**config.mk**
```make
export PLATFORM = sky130hd
export DESIGN_NAME = decoder_3_8
export DESIGN_NICKNAME = d
export VERILOG_FILES = /design/src/rtl/decoder_3_8_pkg.sv /design/src/rtl/decoder_3_8.sv
export SDC_FILE = /design/constraint.sdc
export NUM_CORES = 1
export LEC_CHECK = 0
export CELL_PAD_IN_SITES_DETAIL_PLACEMENT = 0
export CELL_PAD_IN_SITES_GLOBAL_PLACEMENT = 1
export CORE_AREA = 2 2 39 41
export CTS_CLUSTER_DIAMETER = 50
export CTS_CLUSTER_SIZE = 25
export DETAILED_ROUTE_END_ITERATION = 8
export DIE_AREA = 0 0 41 43
export PLACE_DENSITY_LB_ADDON = 0.1
export SLEW_MARGIN = 20
export SYNTH_ARGS = -nofsm -noshare
export SYNTH_HDL_FRONTEND = slang
export SYNTH_SLANG_ARGS = --single-unit
```
**constraint.sdc**
```tcl
create_clock -name clk -period 0.9 [get_ports clk]
set_clock_uncertainty 0.15 [all_clocks]
set_input_delay 0.27 -clock clk [delete_from_list [all_inputs] [get_ports clk]]
set_output_delay 0.27 -clock clk [all_outputs]
set_load 0.005 [all_outputs]
```
**src/rtl/decoder_3_8_pkg.sv**
```systemverilog
// Shared types and the one-hot decode helper for the 3-to-8 decoder lab block.
package decoder_3_8_pkg;

  localparam int CODE_W = 3;
  localparam int OUT_W  = 1 << CODE_W;

  typedef logic [CODE_W-1:0] code_t;
  typedef logic [OUT_W-1:0]  onehot_t;

  // All outputs low is the reset pattern and the only legal non-one-hot value.
  localparam onehot_t ONEHOT_IDLE = '0;

  // Turns a binary select code into a one-hot vector with bit 'code' set.
  function automatic onehot_t decode_onehot(input code_t code);
    onehot_t result;
    result = onehot_t'(1) << code;
    return result;
  endfunction

endpackage

```
**src/rtl/decoder_3_8.sv**
```systemverilog
// 3-to-8 binary decoder with registered, one-hot, active-high outputs.
// The code {A2,A1,A0} sampled at a rising edge selects exactly one Y on that
// same edge. Every Y comes directly from a flop, so A* never reaches Y*
// combinationally.
module decoder_3_8
  import decoder_3_8_pkg::*;
(
  input  logic clk,
  input  logic rst,
  input  logic A0,
  input  logic A1,
  input  logic A2,
  output logic Y0,
  output logic Y1,
  output logic Y2,
  output logic Y3,
  output logic Y4,
  output logic Y5,
  output logic Y6,
  output logic Y7
);

  code_t   sel_code;
  onehot_t next_y;
  onehot_t y_q;

  assign sel_code = {A2, A1, A0};

  // Combinational one-hot decode that feeds the output register.
  always_comb begin
    next_y = decode_onehot(sel_code);
  end

  // Output register; reset wins over the decode and clears every line.
  always_ff @(posedge clk) begin
    if (rst) begin
      y_q <= ONEHOT_IDLE;
    end else begin
      y_q <= next_y;
    end
  end

  assign Y0 = y_q[0];
  assign Y1 = y_q[1];
  assign Y2 = y_q[2];
  assign Y3 = y_q[3];
  assign Y4 = y_q[4];
  assign Y5 = y_q[5];
  assign Y6 = y_q[6];
  assign Y7 = y_q[7];

endmodule

```
-- Word-level counts from Yosys, hierarchy flattened
Index checks and enable logic that the tools add are counted.
- shift operators: 1
- operators by type and width (kind ; number):
    left shift 1 x 3 -> 8 bit (first input constant) ; 1
- flip-flop bits (word level): 8
- input bits: 5
- output and inout bits: 8
- word-level logic and storage cells: 2

-- Logic depth before layout (Yosys ltp)
- depth after elaboration: 1
- gate-level depth with buffers: 1

-- Least setup slack after synthesis
No wires, ideal clock.
- kind: input to register
- start: input rst
- end: register y_q[1]
- setup time: 0.096 ns
- arrival: 0.506 ns
- data required time: 0.654 ns
- setup slack: 0.148 ns
- stages: 1
- cells stage by stage: nor4b_1
- RTL lines (element ; line ; text):
    start: declaration ; decoder_3_8.sv:9 ; input logic rst,
    end signal: assignment ; decoder_3_8.sv:39 ; y_q <= next_y;
    end: declaration ; decoder_3_8.sv:25 ; onehot_t y_q;
No word-level cell between the ends.

-- Final worst setup path
- start: register y_q[4]
- end: output Y4
- RTL lines (element ; line ; text):
    end: declaration ; decoder_3_8.sv:17 ; output logic Y4,
No word-level cell between the ends.

==> results.md <==
- The area growth from synthesis to final layout is 53.37%.
- The max-slew violation total from the final report is 0.
- After detailed routing, the total wire length is 490 um.
- Counting distinct cell types in the post-synthesis netlist gives 5.
- Cells fill 26.76% of the core in the end.
- The met1 global-route usage is 10.03%.
- At the pin with the least slew margin, the transition time is 0.1905 ns.
- The required time of the critical path is 0.48 ns.
- In the synthesized netlist, the cells that appear most often are 8 x sky130_fd_sc_hd__dfxtp_1, 3 x sky130_fd_sc_hd__and4bb_2, 3 x sky130_fd_sc_hd__nor4b_1, 1 x sky130_fd_sc_hd__and4b_2, 1 x sky130_fd_sc_hd__nor4_1.
- The final hold violation count came to 0.
- The portion of synthesized cell area occupied by the leading cell type is 66.32%.
- The region available for standard cell placement spans 1384 um2.
- The weighted congestion at the end of routability-driven global placement is 0.5899.
- The maximum resistive drop on vdd is 0.0005135 V.
- The completed layout was analyzed and its total power is 685.3 uW.
- TritonCTS created 3 clock buffers.
- In the final routed layout, each cell accounts on average for 10.43 um.
- The flip-flop and latch count after synthesis is 8.
- The total power divided by cell area is 1850 nW/um2.
- In this run the most used layer during global routing was met1.
- The synthesis warning total is 0.
- The initial antenna violation count is 0.
- STA classifies the critical path startpoint as a flop.
- In this run the worst hold path is classified as in -> reg.
- For this run, design rule violations remaining after detail routing come to 0.
- In the finished design, the share of the clock period the worst path needs comes to 121.4%.
- The via count of the first global-routing pass is 185.
- Of the cells placed in the final design, the portion with a size suffix greater than 1 is 77.42%.
- The clock sink count is 8.
- After the flow finishes, the layout carries non-filler instances totaling 47.
- The largest registers in the layout are y_q: 8 flops.
- The global-route met3 utilization is 6.283%.
- The net count of the finished layout is 38.
- The routed layout has 193 vias.
- In this run the number of cells on the critical path is 1.
- The number of hold buffers added after CTS was 0.
- The tree is rooted in a sky130_fd_sc_hd__clkbuf_4.
- The number of diodes added for antenna fixing is 0.
- The final critical delay including setup and external delays is 1.093 ns.
- The maximum buffer depth of the clock tree is 2.
- Setup repair after global routing could not meet its margin everywhere.
- The slowest stage of the critical path is the sky130_fd_sc_hd__dfxtp_2 cell.
- y_q holds more flip-flops than any other register.
- In this run, the number of DRC markers left after iteration 0 of detailed routing was 0.
- The summed instance area of the synthesized netlist is 241.5 um2.
- Traced cell by cell, the critical path runs through buf_2.
- TritonCTS built the clock tree.
- By area the synthesized netlist is led by sky130_fd_sc_hd__dfxtp_1 66%, sky130_fd_sc_hd__and4bb_2 16%, sky130_fd_sc_hd__nor4b_1 11%.
- The endpoint class of the critical path is a primary output.
- The global routing usage on met2 is 7.813%.
- The max-cap check violation count is 0.
- The count of endpoints failing setup in the final report is 8.
- Once placement completed, the tool counted placed cells totaling 44.
- Global routing consumed, over all layers together, 8.350% of the routing resources.
- Summing all placed instances gives a cell area of 381.6 um2.
- Input and output buffers added on the ports amount to 12.
- The top-level port count is 13.
- The endpoint arrival time on the critical path is 0.67 ns.
- The run finished, with violations left.
- Averaged over all synthesized cells, the footprint is 15.09 um2.
- Once layout is done, the placed cells without fillers occupy 370.4 um2.
- The post-synthesis sequential area ratio is 66.32%.
- Entering global routing, the biggest net connects 9 pins.
- The worst-case headroom to the max-slew limit is 87.19%.
- The die width is 41 um.
- The row count is 14.
- The number of enable flip-flop cells after synthesis is 0.
- The biggest area contributor in the post-synthesis netlist is sky130_fd_sc_hd__dfxtp_1.
- Using the TritonRoute via totals, the vias-per-cell ratio works out to 4.106.
- The checks that failed: negative setup slack.
- Global routing finished with a remaining overflow of 0.
- Counting every instance in the synthesized netlist gives 16.
- The register with the most flip-flops in the layout has 8 of them.
- sky130_fd_sc_hd__dfxtp_1 is the most common cell in the netlist.
- For this run, the slowest stage of the critical path takes 0.31 ns.
- Together, buffers and inverters on the worst path number 1.
- The setup path with the least slack is of type reg -> out.
- The first global-routing pass estimated 841 um of wire.
- The maximum level of the CTS H-tree is 1.
- The initial cell density of the core is 17.45%.
- The maximum fanout along the worst path is 1.
- The share of flip-flops with an asynchronous set or reset is 0%.
- The worst hold path passes through 2 cells.
- Timing would allow up to 915.3 MHz.
- The number of nets with antenna violations after detailed routing is 0.
- For this run, the detailed router's first-pass iteration total came to 1.
- For this run, the leading register cell type out of synthesis is sky130_fd_sc_hd__dfxtp_1.
- Setup slack on the critical path of the routed design comes to -0.1925 ns.
- The number of nets in the synthesized netlist is 21.
- On the critical path the largest part of the delay comes from flip-flops.
- The total leakage power is 0.0001640 uW.
- The die span in y is 43 um.
- Clock-pin slew was measured on the worst setup and hold paths at 0.05 ns.
- The die area is 1763 um2.
- Fill cells in the final layout number 153.
## power breakdown
group / total [uW] / switching (uW) / internal (uW) / leakage, uW
Combinational: 53.8 / 28.3 / 25.5 / 0.0000846
Clock: 265 / 113 / 152 / 0.0000138
Sequential: 366 / 1.79 / 364 / 0.0000656
## placed cells by master, fill, tap and decap left out, drive strengths merged
cell    count
nor4        1
clkbuf      7
and4bb      3
nor4b       3
dfxtp       8
buf         8
and4b       1
## final timing paths
kind	from	to	slack, ns
worst max-delay path	y_q[4]$_SDFF_PP0_	Y4	-0.19
worst min-delay path	A1	y_q[4]$_SDFF_PP0_	0.15
## what timing repair did
item | 4_1_cts | 5_1_grt
endpoints found under the setup margin | 16 | 15
resized for setup | 40 | 8
buffers inserted | 0 | 0
pin swaps | 0 | 1
## layer usage
layer  wire, um  vias to the layer above
li1           -                       95
met2        213                       10
met1        220                       88
met3         56                        0
met4          0                        0
met5          0                        -
## logic make-up after synthesis
group	after synthesis	share of synthesized area, %
AND/OR/NAND/NOR	8	33.68
flip-flops	8	66.32
## stage by stage
stage,TNS (ns),setup slack [ns],hold slack [ns]
2_1_floorplan,0,0.1480,0.1917
3_3_place_gp,-6.214,-0.5095,0.8260
3_5_place_dp,-6.258,-0.5043,0.8220
4_1_cts,-1.458,-0.2013,0.3353
5_1_grt,-1.730,-0.2325,0.1640
6_report,-1.383,-0.1925,0.1541
## area by class of cell
class                           instances  area [um2]  area share (%)
Timing Repair Buffer                   12       60.06           16.22
Clock buffer                            3       22.52           6.081
Multi-Input combinational cell          8       106.4           28.72
Tap cell                               16       20.02           5.405
Sequential cell                         8       161.4           43.58
Note: power is estimated with default switching activity, not from simulation.
